===== config.mk =====
export PLATFORM = sky130hd
export DESIGN_NAME = tile_grid_renderer
export DESIGN_NICKNAME = d
export VERILOG_FILES = /design/src/rtl/tile_grid_renderer.sv
export SDC_FILE = /design/constraint.sdc
export NUM_CORES = 1
export LEC_CHECK = 0
export CAP_MARGIN = 20
export CORE_ASPECT_RATIO = 1.5
export CORE_MARGIN = 1
export CORE_UTILIZATION = 25
export DETAILED_ROUTE_END_ITERATION = 10
export PLACE_DENSITY = 0.45
export SLEW_MARGIN = 20
export SYNTH_ARGS = -nofsm -noshare
export SYNTH_HDL_FRONTEND = slang
export SYNTH_SLANG_ARGS = --single-unit

===== constraint.sdc =====
create_clock -name clk -period 9.05 [get_ports clk]
set_input_delay 0.905 -clock clk [delete_from_list [all_inputs] [get_ports clk]]
set_output_delay 0.905 -clock clk [all_outputs]
set_load 0.03 [all_outputs]

===== src/rtl/tile_grid_renderer.sv =====
// tile_grid_renderer
//   Rasterises a GRID_DIM x GRID_DIM board of tile exponents into a
//   SCREEN_W x SCREEN_H framebuffer, one pixel per accepted write, in
//   ascending address order. The board is snapshotted at frame start.
//
// Ports
//   clk, reset    clock, synchronous active-high reset
//   board_flat    tile i at [i*VAL_W +: VAL_W], i = row*GRID_DIM+col
//   redraw_req    pulse requesting one frame (queued once while busy)
//   auto_refresh  restart after every frame while high
//   busy          frame in progress (SNAP/DRAW/DONE)
//   frame_done    one-cycle pulse after the last pixel is accepted
//   fb_we         write valid
//   fb_addr       y*SCREEN_W + x
//   fb_wdata      {colour[11:0], 20'd0}
//   fb_ready      write accepted when fb_we && fb_ready

`ifndef DISP_ADDR_WIDTH
`define DISP_ADDR_WIDTH 17
`endif

module tile_grid_renderer #(
    parameter int          GRID_DIM   = 4,
    parameter int          VAL_W      = 4,
    parameter int          TILE_PX    = 56,
    parameter int          GAP_PX     = 4,
    parameter int          ORIGIN_X   = 40,
    parameter int          ORIGIN_Y   = 0,
    parameter int          SCREEN_W   = 320,
    parameter int          SCREEN_H   = 240,
    parameter logic [11:0] BG_COLOUR  = 12'h000,
    parameter logic [11:0] GAP_COLOUR = 12'hBA9
) (
    input  logic                               clk,
    input  logic                               reset,
    input  logic [GRID_DIM*GRID_DIM*VAL_W-1:0] board_flat,
    input  logic                               redraw_req,
    input  logic                               auto_refresh,
    output logic                               busy,
    output logic                               frame_done,
    output logic                               fb_we,
    output logic [`DISP_ADDR_WIDTH-1:0]        fb_addr,
    output logic [31:0]                        fb_wdata,
    input  logic                               fb_ready
);

    localparam int PITCH   = TILE_PX + GAP_PX;
    localparam int BOARD_W = GRID_DIM * GRID_DIM * VAL_W;
    localparam int ADDR_W  = `DISP_ADDR_WIDTH;
    localparam int X_W     = $clog2(SCREEN_W);
    localparam int Y_W     = $clog2(SCREEN_H);
    localparam int OFF_W   = $clog2(PITCH);
    localparam int TILE_W  = $clog2(GRID_DIM + 1);

    typedef enum logic [1:0] {S_IDLE, S_SNAP, S_DRAW, S_DONE} state_t;

    // Per-axis position inside the grid, tracked incrementally:
    // act  = coordinate lies within the grid extent (border gap included)
    // off  = offset inside the current pitch cell (gap first, then tile)
    // tile = pitch-cell index; GRID_DIM marks the trailing border gap
    typedef struct packed {
        logic              act;
        logic [OFF_W-1:0]  off;
        logic [TILE_W-1:0] tile;
    } axis_t;

    function automatic axis_t axis_restart(input logic at_origin);
        axis_t a;
        a.act  = at_origin;
        a.off  = '0;
        a.tile = '0;
        return a;
    endfunction

    function automatic axis_t axis_step(input axis_t a);
        axis_t n;
        n = a;
        if (a.act) begin
            if (a.off == OFF_W'(PITCH - 1)) begin
                n.off  = '0;
                n.tile = a.tile + TILE_W'(1);
            end else begin
                n.off = a.off + OFF_W'(1);
            end
            // Last pixel of the trailing border gap closes the extent.
            if (a.tile == TILE_W'(GRID_DIM) && a.off == OFF_W'(GAP_PX - 1))
                n.act = 1'b0;
        end
        return n;
    endfunction

    function automatic logic is_gap(input axis_t a);
        return (a.off < OFF_W'(GAP_PX)) || (a.tile == TILE_W'(GRID_DIM));
    endfunction

    function automatic logic [11:0] tile_lut(input logic [VAL_W-1:0] v);
        logic [11:0] c;
        case (32'(v))
            0:       c = 12'hEEE;
            1:       c = 12'hFFE;
            2:       c = 12'hFFC;
            3:       c = 12'hFC8;
            4:       c = 12'hF96;
            5:       c = 12'hF74;
            6:       c = 12'hF52;
            7:       c = 12'hF30;
            8:       c = 12'hEC2;
            9:       c = 12'hEC0;
            10:      c = 12'hEB0;
            default: c = 12'hE90;
        endcase
        return c;
    endfunction

    state_t              state_q, state_d;
    logic                busy_q, busy_d;
    logic                done_q, done_d;
    logic                we_q, we_d;
    logic                pend_q, pend_d;
    logic [X_W-1:0]      x_q, x_d;
    logic [Y_W-1:0]      y_q, y_d;
    logic [ADDR_W-1:0]   addr_q, addr_d;
    axis_t               ax_q, ax_d;
    axis_t               ay_q, ay_d;
    logic [BOARD_W-1:0]  snap_q, snap_d;
    logic [VAL_W-1:0]    tile_val;
    logic [11:0]         colour;

    always_comb begin
        state_d = state_q;
        pend_d  = pend_q;
        x_d     = x_q;
        y_d     = y_q;
        addr_d  = addr_q;
        ax_d    = ax_q;
        ay_d    = ay_q;
        snap_d  = snap_q;
        case (state_q)
            S_IDLE: begin
                if (redraw_req || pend_q || auto_refresh)
                    state_d = S_SNAP;
            end
            S_SNAP: begin
                snap_d  = board_flat;
                // A request landing in this very cycle still earns a frame.
                pend_d  = redraw_req;
                x_d     = '0;
                y_d     = '0;
                addr_d  = '0;
                ax_d    = axis_restart(ORIGIN_X == 0);
                ay_d    = axis_restart(ORIGIN_Y == 0);
                state_d = S_DRAW;
            end
            S_DRAW: begin
                if (redraw_req)
                    pend_d = 1'b1;
                if (fb_ready) begin
                    if (x_q == X_W'(SCREEN_W - 1) && y_q == Y_W'(SCREEN_H - 1)) begin
                        // Counters hold so the address never passes the last pixel.
                        state_d = S_DONE;
                    end else begin
                        addr_d = addr_q + ADDR_W'(1);
                        if (x_q == X_W'(SCREEN_W - 1)) begin
                            x_d  = '0;
                            ax_d = axis_restart(ORIGIN_X == 0);
                            y_d  = y_q + Y_W'(1);
                            ay_d = (y_d == Y_W'(ORIGIN_Y)) ? axis_restart(1'b1)
                                                           : axis_step(ay_q);
                        end else begin
                            x_d  = x_q + X_W'(1);
                            ax_d = (x_d == X_W'(ORIGIN_X)) ? axis_restart(1'b1)
                                                           : axis_step(ax_q);
                        end
                    end
                end
            end
            default: begin
                if (redraw_req)
                    pend_d = 1'b1;
                state_d = S_IDLE;
            end
        endcase
        busy_d = (state_d != S_IDLE);
        we_d   = (state_d == S_DRAW);
        done_d = (state_d == S_DONE);
    end

    always_ff @(posedge clk) begin
        if (reset) begin
            state_q <= S_IDLE;
            busy_q  <= 1'b0;
            done_q  <= 1'b0;
            we_q    <= 1'b0;
            pend_q  <= 1'b0;
            x_q     <= '0;
            y_q     <= '0;
            addr_q  <= '0;
            ax_q    <= '0;
            ay_q    <= '0;
        end else begin
            state_q <= state_d;
            busy_q  <= busy_d;
            done_q  <= done_d;
            we_q    <= we_d;
            pend_q  <= pend_d;
            x_q     <= x_d;
            y_q     <= y_d;
            addr_q  <= addr_d;
            ax_q    <= ax_d;
            ay_q    <= ay_d;
        end
    end

    always_ff @(posedge clk) begin
        snap_q <= snap_d;
    end

    // Pick the snapshot entry addressed by the current tile row/column.
    always_comb begin
        tile_val = '0;
        for (int r = 0; r < GRID_DIM; r++) begin
            for (int c = 0; c < GRID_DIM; c++) begin
                if (ay_q.tile == TILE_W'(r) && ax_q.tile == TILE_W'(c))
                    tile_val = snap_q[(r*GRID_DIM + c)*VAL_W +: VAL_W];
            end
        end
    end

    always_comb begin
        if (!(ax_q.act && ay_q.act))
            colour = BG_COLOUR;
        else if (is_gap(ax_q) || is_gap(ay_q))
            colour = GAP_COLOUR;
        else
            colour = tile_lut(tile_val);
    end

    assign busy       = busy_q;
    assign frame_done = done_q;
    assign fb_we      = we_q;
    assign fb_addr    = addr_q;
    assign fb_wdata   = we_q ? {colour, 20'd0} : 32'd0;

endmodule


* Word level (Yosys, flattened, before mapping)
Memories as Yosys holds them, arrays and structs flattened.
Cells that the tools add are included.
** Word-level totals
- Word-level logic and storage cells :: 145
- Memory bits (read-only) :: 128
- Output and inout port bits :: 52
- Memories kept :: 1
- Bits in registers :: 124
** Memories
- (no name shown) :: depth 16, width 8, rd ports 1, clocked after Yosys merged registers in 0, wr ports 0, line 98 : case (32'(v))
** Cells by class
- Add/sub/neg operators :: 7
- Reductions and logical operators :: 39
- Muxes and demuxes :: 54
- Magnitude comparators :: 2
- Bitwise logic cells :: 1
- Eq/ne operators :: 26
** Operators with widths (count)
- two-way mux 10 bit :: 10
- two-way mux 4 bit :: 16
- one-hot mux 10 bit (2 select lines) :: 2
- two-way mux 17 bit :: 2
- one-hot mux 17 bit (2 select lines) :: 1
- two-way mux 32 bit :: 1
- two-way mux 9 bit :: 3
- two-way mux 12 bit :: 2
- two-way mux 8 bit :: 3
- logical AND 1 bit :: 20
- one-hot mux 9 bit (2 select lines) :: 1
- adder 17 x 1 -> 17 bit, second input constant :: 1
- one-hot mux 8 bit (2 select lines) :: 1
- adder 6 x 1 -> 6 bit, second input constant :: 2
- equality test 3 x 2 -> 1 bit, second input constant :: 4
- equality test 6 x 2 -> 1 bit, second input constant :: 2
- equality test 6 bit, second input constant :: 2
- less-than comparator 6 x 3 -> 1 bit, second input constant :: 2
- two-way mux 6 bit :: 2
- AND reduction 5 bit :: 2
- adder 9 x 1 -> 9 bit, second input constant :: 1
- equality test 9 x 6 -> 1 bit, second input constant :: 1
- equality test 9 bit, second input constant :: 1
- adder 8 x 1 -> 8 bit, second input constant :: 1
- 24 further kinds :: 46

* Logic depth before layout (Yosys ltp)
Gate-level depths: netlist of run 1.
An unclocked memory read counts as a cell.
- Depth after elaboration :: 22
- Gate-level depth with buffers :: 17
- Mapped depth without buffers :: 13

* Worst setup path after synthesis of run 1
No wires, ideal clock.
- Path kind :: flip-flop to output port
- From :: register ax_q[2] in the netlist's numbering
- To :: output port fb_wdata[21]
- Data arrival time :: 3172 ps
- Cell stages (with the launch flop) :: 15
- Path buffers :: 4
- Required time :: 8145 ps
- Slack :: 4973 ps
- Cells stage by stage :: dfxtp_1 -> buf_6 -> buf_2 -> inv_1 -> ha_1 -> buf_2 -> buf_2 -> nand2_1 -> o221ai_1 -> a211oi_1 -> nand3_1 -> o221ai_2 -> ha_1 -> a21oi_1 -> a311oi_1
** Between the ends
- Longest elaborated chain between the ends :: 22
- Elaborated cells on any way between the ends :: 43
- Those cells by class :: eq/ne: 4; mux: 19; reduce/logical: 19; memory: 1
** RTL lines
- from (decl) :: line 123 : axis_t ax_q, ax_d;
- from (signal assigned) :: line 198 : ax_q <= '0;
- from (signal assigned) :: line 209 : ax_q <= ax_d;
- zero test 3 bit :: line 223 : if (ay_q.tile == TILE_W'(r) && ax_q.tile == TILE_W'(c))
- logical AND 1 bit :: line 223
- two-way mux 4 bit (16 in series) :: line 223
- memory (16 x 8 bit)
- two-way mux 12 bit * :: line 232 : else if (is_gap(ax_q) || is_gap(ay_q))
- two-way mux 12 bit * :: line 230 : if (!(ax_q.act && ay_q.act))
- two-way mux 32 bit * :: line 242 : assign fb_wdata = we_q ? {colour, 20'd0} : 32'd0;
- to (decl) :: line 43 : output logic [31:0] fb_wdata,
Mark *: on every way between the ends. The rest lies on a longest branch, timed or not.

* Worst setup path in the final report of run 1
- From :: register ax_q[2] in the netlist's numbering
- To :: output port fb_wdata[25]
Same word-level chain as after synthesis.

==> out/summary.txt, run 1 <==
Status: finished clean
Ant. Diodes: 0
Vias per cell: 4.84
Via count: 5,435
Residual DRC: 0
GRT Residual Overflow: 0
Max Transition Viols Final: 0
Clock slew at reported path FFs: 0.05 ns
Clock root buffer: clkbuf_16
Vias in the first global route: 5,566
Crit-path cells: inv_1, ha_1, or4b_1, nor3_1, o21ai_1, and4_1, o221ai_2, ha_1, nor2_1, a21oi_1, nand4_1, o311ai_1, clkdlybuf4s50_1
Largest stage delay, worst path: 0.76 ns
Yosys reg bits: 124
CP max stage cell: dfxtp_1
Reg-to-reg slack, setup: 6.37 ns
Seq. cell area: 0.00312 sq mm
Sequential share of power: 0.395
First-pass GRT wire length: 30,000 um
CTS HTree Levels: 4
Worst reg2reg endpoint: x_q[5]$_SDFFE_PP0P_
Clock Latency Late Sink: 0.42 ns
Hold path start: ax_q[4]$_SDFFE_PP0P_
Worst Skew: 0.00961 ns
Comb pwr share: 0.234
Max_cap viols: 0
Chip height: 202 um
Worst reg2reg startpoint: state_q[0]$_SDFF_PP0_
Setup bufs post-CTS: 0
Hold buffers post-CTS: 0
Worst vdd ir: 0.138 mV
Seq/Total Area, Yosys: 0.467
Setup crit end kind: output port
TritonCTS clock tree: built
Critical path type: flip-flop to output port
Sw Share: 0.312
NetSw: 598 uW
Hold crit path type: flip-flop to flip-flop
Top FF cell, synth: edfxtp_1
Unrepaired setup endpoints after global routing: no
Layout cells sized above 1: 0.0865
Synth Cell Area: 0.00669 sq mm
Reg2reg path depth: 7
Worst Hold End: ax_q[4]$_SDFFE_PP0P_
Die X: 136 um
EDFF count, synth: 64
# clock sinks: 124
Hold Path Cell Cnt: 2
Final TNS setup: 0 ns
Fmax: 183 MHz
Post-CTS sizing: 0
Leakage Power: 2.94 nW
Yosys cell types: 89
Core Box Area: 0.0264 sq mm
Area of the multi-input gates: 0.00322 sq mm
Async SR Flop Fraction: 0
Routed Antenna Nets: 0
Critical Path Start Type: flip-flop
Drt first-iter violations: 350
Total track usage: 0.144
Largest net degree at the start of global routing: 66
DRT Wirelength: 19,100 um
Hold WS: 0.490 ns
Area of the die: 0.0274 sq mm
Final period util: 0.605
# IOs: 121
Internal: 1.32 mW
P&R area growth vs syn: 27.8%
Post-Synthesis Cells: 679
Hpwl dp: 13,500 um
Max-slew headroom: 0.421
P per Cell Area: 225 mW/mm^2
Hold Vio Cnt, Final: 0
First drt pass iteration count: 4
Filler Cells Inserted: 2,730
Syn Area/Cell: 9.86 sq um
Clk pwr share: 0.371
TritonCTS buffer count: 17
Row cnt: 73
Clock tree buffer depth: 2
WP data arrival: 4.57 ns
Cell mode on critical path: ha_1
Initial Utilization: 0.254
Final setup margin: 3.57 ns
Critical Path RT: 8.15 ns
Port Buffers: 100
Post-layout minimum cycle time: 5.48 ns
# setup viols final: 0
Wire per inst: 17.0 um
Crit-path max FO: 20
# nets final: 865
Actual slew at the worst max-slew pin: 0.860 ns
Synth warn: 0
Routability congestion estimate: 0.852
Pre-CTS setup slack: 4.04 ns
Initial antenna violation count: 0
==> cells in the mapped netlist (4+ instances only) <==
library cell  number  share of area
nand2_1           44          0.025
or3_1             17          0.016
mux2i_1            7          0.010
nor2b_1           11          0.010
nor4_1             4         0.0037
or3b_1             4         0.0052
xnor2_1            5         0.0065
and3_1             8         0.0075
nor2_1            52          0.029
a311oi_1           4         0.0052
nand3_1           25          0.019
a22o_1             4         0.0052
a21o_1             6         0.0067
a22oi_1            4         0.0045
edfxtp_1          64           0.29
nand2b_1           8         0.0075
buf_4             21          0.024
nor3b_1            5         0.0056
nor3_1            14          0.010
a31oi_1            6         0.0056
inv_1             33          0.019
a21oi_1           55          0.041
and2_1             5         0.0047
and3b_1            4         0.0052
o22ai_1            8         0.0075
a211oi_1           5         0.0056
clkbuf_1          12         0.0067
buf_2             11         0.0082
o21ai_1            8         0.0060
dfxtp_1           60           0.18
xor2_1             4         0.0052
o21ai_0           36          0.027
o211ai_1           4         0.0045
nand3b_1           6         0.0067
ha_1              23          0.043
nand4_1            9         0.0084
==> worst max-delay path by stage <==
stage / startpoint / slack, ns / to
floorplan: ax_q[2]$_SDFFE_PP0P_ / 4.97 / fb_wdata[21]
detailed placement: ax_q[2]$_SDFFE_PP0P_ / 4.04 / fb_wdata[25]
global placement: ax_q[2]$_SDFFE_PP0P_ / 4.09 / fb_wdata[25]
global route: ax_q[2]$_SDFFE_PP0P_ / 3.28 / fb_wdata[25]
finish: ax_q[2]$_SDFFE_PP0P_ / 3.57 / fb_wdata[25]
CTS: ax_q[2]$_SDFFE_PP0P_ / 3.57 / fb_wdata[25]
==> per-stage QoR <==
| step | instance area (sq um) | utilization | power [mW] | instances |
|---|---|---|---|---|
| floorplan | 6760 | - | 1.08 | 698 |
| global placement | 7930 | 0.300 | 1.23 | 1091 |
| detailed placement | 7930 | 0.300 | 1.23 | 1091 |
| CTS | 8550 | 0.324 | 1.95 | 1123 |
| global route | 8550 | 0.324 | 2.03 | 1123 |
| finish | 8550 | 0.324 | 1.92 | 1123 |
==> kinds of logic after synthesis <==
logic type | synth area share
simple gates | 0.206
compound gates | 0.198
flops | 0.467
buf+inv | 0.0632
fa+ha+maj | 0.0430
xor+xnor | 0.0118
mux | 0.0105
other cells | 0.000560
==> sequential cells by signal, indices dropped and copies added, names as in the netlist <==
name,cells
pend_q,1
x_q,9
busy,1
frame_done,1
y_q,8
snap_q,64
fb_we,1
fb_addr,17
ax_q,10
ay_q,10
state_q,2
==> worst max-delay path: cells and delay by family (launching register included) <==
kind,cells,cell delay (ns)
buffers and inverters,2,0.87
adders and majority gates,2,0.71
AOI/OAI and AO/OA,4,0.64
and+or+nand+nor,5,1.16
DFF,1,0.76
==> area by class of cell <==
cell class | instances | share of cell area
repair buffers | 105 | 0.121
multi-input cells | 492 | 0.377
well taps | 337 | 0.0493
inverters | 33 | 0.0145
clock buffers | 24 | 0.0610
flip-flops and latches | 124 | 0.365
clock inverters | 8 | 0.0119
==> cells in the final DEF (no fill, tap or decap), types with 5 or more instances in the layout <==
cell type        instances
a21o_1                   6
nand3_1                 25
o21ai_0                 36
a31oi_1                  6
nor3_1                  14
nor2b_1                 11
a21oi_1                 55
or3_1                   17
clkdlybuf4s50_1        100
nor2_1                  52
buf_4                    5
o21ai_1                  8
dfxtp_1                 60
clkbuf_16               19
conb_1                  20
o22ai_1                  8
nor3b_1                  5
xnor2_1                  5
nand3b_1                 6
ha_1                    22
nand2_1                 44
a211oi_1                 5
inv_1                   33
and2_1                   5
edfxtp_1                64
and3_1                   8
mux2i_1                  7
nand2b_1                 8
nand4_1                  9
==> layer usage <==
metal	track usage	wire length, um
met5	0	0
met4	0.0670	482
met3	0.0288	640
met2	0.259	9990
met1	0.160	7940
==> power by group through the flow <==
stage          Sequential (mW)  Clock (mW)  Combinational (mW)
6_report                 0.759       0.712               0.450
2_1_floorplan            0.767           0               0.312
3_3_place_gp             0.773           0               0.458
3_5_place_dp             0.769           0               0.458
5_1_grt                  0.770       0.755               0.502
4_1_cts                  0.760       0.733               0.460
No activity file was read; power rests on OpenSTA's default activity.
==> run 2, diff against run 1 <==
clock period = 5.07 ns   (was 9.05 ns; I/O delays follow)
==> run 2 against run 1 <==
Net effect: sequential power up 79%; global-route usage up 0.26 points; die area is the same; clock-buffer cell count shrank 5; clock skew fell by 0.0024 ns; worst setup slack worse by 3.2 ns; non-clock buffer count rose by 4; critical path depth is 1 higher; critical path type unchanged; critical endpoint unchanged.
==> out/summary.txt, run 2 (synthesized netlist as in run 1, its figures left out) <==
Vias in the first global route: 5,388 (was 5,566)
GRT Residual Overflow: 0 (unchanged)
Setup crit end kind: output port (unchanged)
Initial Utilization: 0.254 (unchanged)
Leakage Power: 2.91 nW (was 2.94 nW)
Routed Antenna Nets: 0 (unchanged)
Final TNS setup: 0 ns (unchanged)
Max_cap viols: 0 (unchanged)
Ant. Diodes: 0 (unchanged)
Cell family with most CP delay: compound AO/OA/AOI/OAI gates (was simple AND/OR/NAND/NOR gates)
P&R area growth vs syn: 26.9% (was 27.8%)
Hold WS: 0.490 ns (about the same)
Unrepaired setup endpoints after global routing: no (unchanged)
P per Cell Area: 388 mW/mm^2 (was 225 mW/mm^2)
Fin area: 0.00849 sq mm (was 0.00855 sq mm)
Post-layout minimum cycle time: 4.71 ns
Hold buffers post-CTS: 0 (unchanged)
Fmax: 212 MHz
Clock root buffer: clkbuf_16 (unchanged)
Max Transition Viols Final: 0 (unchanged)
Pwr Total: 3.29 mW (was 1.92 mW)
Most common cell after layout, fill and taps aside: clkdlybuf4s50_1 (unchanged)
Final period util: 0.929
Fin cells: 1,127 (was 1,123)
TritonCTS buffer count: 17 (unchanged)
Total track usage: 0.147 (was 0.144)
DRT Wirelength: 19,300 um (was 19,100 um)
Max FFs per register: 64 (unchanged)
Reg-to-reg slack, setup: 2.29 ns (was 6.37 ns)
Largest stage delay, worst path: 0.75 ns (was 0.76 ns)
Area of the die: 0.0274 sq mm (unchanged)
Row cnt: 73 (unchanged)
Status: finished clean (unchanged)
TritonCTS clock tree: built (unchanged)
Layout cells sized above 1: 0.0886 (was 0.0865)
Initial antenna violation count: 0 (unchanged)
Critical path type: flip-flop to output port (unchanged)
Hpwl dp: 14,000 um (was 13,500 um)
Buffer and inverter count on the worst path: 2 (unchanged)
Via count: 5,523 (was 5,435)
# clock sinks: 124 (unchanged)
Crit-path max FO: 19 (was 20)
First-pass GRT wire length: 30,300 um (was 30,000 um)
Final setup margin: 0.359 ns (was 3.57 ns)
Placement Cell Area: 0.00796 sq mm (was 0.00793 sq mm)
Worst vdd ir: 0.234 mV (was 0.138 mV)
WP data arrival: 4.20 ns (was 4.57 ns)
Pre-CTS setup slack: 0.638 ns (was 4.04 ns)
Post-Place Cells: 1,095 (was 1,091)
Residual DRC: 0 (unchanged)
# setup viols final: 0 (unchanged)
# nets final: 869 (was 865)
Routability congestion estimate: 0.922 (was 0.852)
Largest net degree at the start of global routing: 56 (was 66)
# IOs: 121 (unchanged)
Die X: 136 um (unchanged)
Core Box Area: 0.0264 sq mm (unchanged)
CP max stage cell: clkdlybuf4s50_1 (was dfxtp_1)
Wire per inst: 17.1 um (was 17.0 um)
Clock slew at reported path FFs: 0.06 ns (was 0.05 ns)
Vias per cell: 4.90 (was 4.84)
Most flops, register: snap_q (unchanged)
Hold Vio Cnt, Final: 0 (unchanged)
Critical Path Start Type: flip-flop (unchanged)
CTS HTree Levels: 4 (unchanged)
Worst Skew: 0.00725 ns (was 0.00961 ns)
Chip height: 202 um (unchanged)
Clock Latency Late Sink: 0.42 ns (about the same)
Port Buffers: 100 (unchanged)
Post-layout util: 0.322 (was 0.324)
Drt first-iter violations: 328 (was 350)
Crit-path cells: ha_1, ha_1, buf_4, nor2b_1, o21ai_0, a21oi_1, o2111ai_1, a31oi_2, ha_1, nor2_1, a21oi_1, nand4_1, o311ai_1, clkdlybuf4s50_1 (was inv_1, ha_1, or4b_1, nor3_1, o21ai_1, and4_1, o221ai_2, ha_1, nor2_1, a21oi_1, nand4_1, o311ai_1, clkdlybuf4s50_1)
Critical Path RT: 4.56 ns (was 8.15 ns)
Clock tree buffer depth: 2 (unchanged)
First drt pass iteration count: 5 (was 4)
Actual slew at the worst max-slew pin: 0.795 ns (was 0.860 ns)
Hold crit path type: flip-flop to flip-flop (unchanged)
Cell mode on critical path: ha_1 (unchanged)
Most frequent cells in the layout: clkdlybuf4s50_1 (100), edfxtp_1 (64), dfxtp_1 (59) (was clkdlybuf4s50_1 (100), edfxtp_1 (64), dfxtp_1 (60))
Max-slew headroom: 0.465 (was 0.421)
run 2: cell types whose count changed in the layout (fill, tap and decap cells not counted), sizes merged:
cell      previous run  this run
clkinvlp             1         3
clkinv               3         9
bufinv               2         1
buf                  5         9
clkbuf              24        19
inv                 35        33
run 2: report_power, final:
| part | internal, mW | switching, mW | total [mW] | leakage (nW) |
|---|---|---|---|---|
| logic | 0.267 | 0.543 | 0.810 | 1.57 |
| registers | 1.28 | 0.0874 | 1.36 | 1.08 |
| clock network | 0.665 | 0.456 | 1.12 | 0.257 |
| total | 2.21 | 1.09 | 3.29 | 2.91 |
run 2: routing by layer:
metal	share of wire	track usage	vias to the layer above	wire [um]
met3	0.041	0.0306	27	791
met1	0.40	0.163	2650	7800
met5	0	0	-	0
met4	0.027	0.0702	0	516
li1	-	-	2698	-
met2	0.53	0.262	148	10200
run 2: timing repair:
| action | in CTS | in global routing |
|---|---|---|
| gates resized for setup | 0 | 1 |
| buffers inserted | 0 | 0 |
| endpoints found under the hold margin | 0 | 0 |
| endpoints found under the setup margin | 0 | 2 |
run 2: final timing paths:
path                              start              endpoint  cells past startpoint
setup / recovery   ax_q[0]$_SDFFE_PP0P_          fb_wdata[25]                     14
hold / removal     ay_q[1]$_SDFFE_PP0P_  ay_q[1]$_SDFFE_PP0P_                      2
setup reg to reg  state_q[0]$_SDFF_PP0_  ax_q[5]$_SDFFE_PP0P_                      8
hold reg to reg    ay_q[1]$_SDFFE_PP0P_  ay_q[1]$_SDFFE_PP0P_                      2
run 2: area by class of cell:
type | instances | area (sq um)
fillers | 2762 | 17900
multi-input cells | 492 | 3220
flip-flops and latches | 124 | 3120
repair buffers | 109 | 1070
clock buffers | 19 | 433
well taps | 337 | 422
inverters | 33 | 124
clock inverters | 13 | 103
run 2: worst reg2reg max path, delay by kind of cell (launching register included):
kind / cells / cell delay (ns)
adders and majority gates: 1 / 0.39
DFF: 1 / 0.37
AOI/OAI and AO/OA: 2 / 0.43
buffers and inverters: 2 / 0.47
and+or+nand+nor: 3 / 1.06
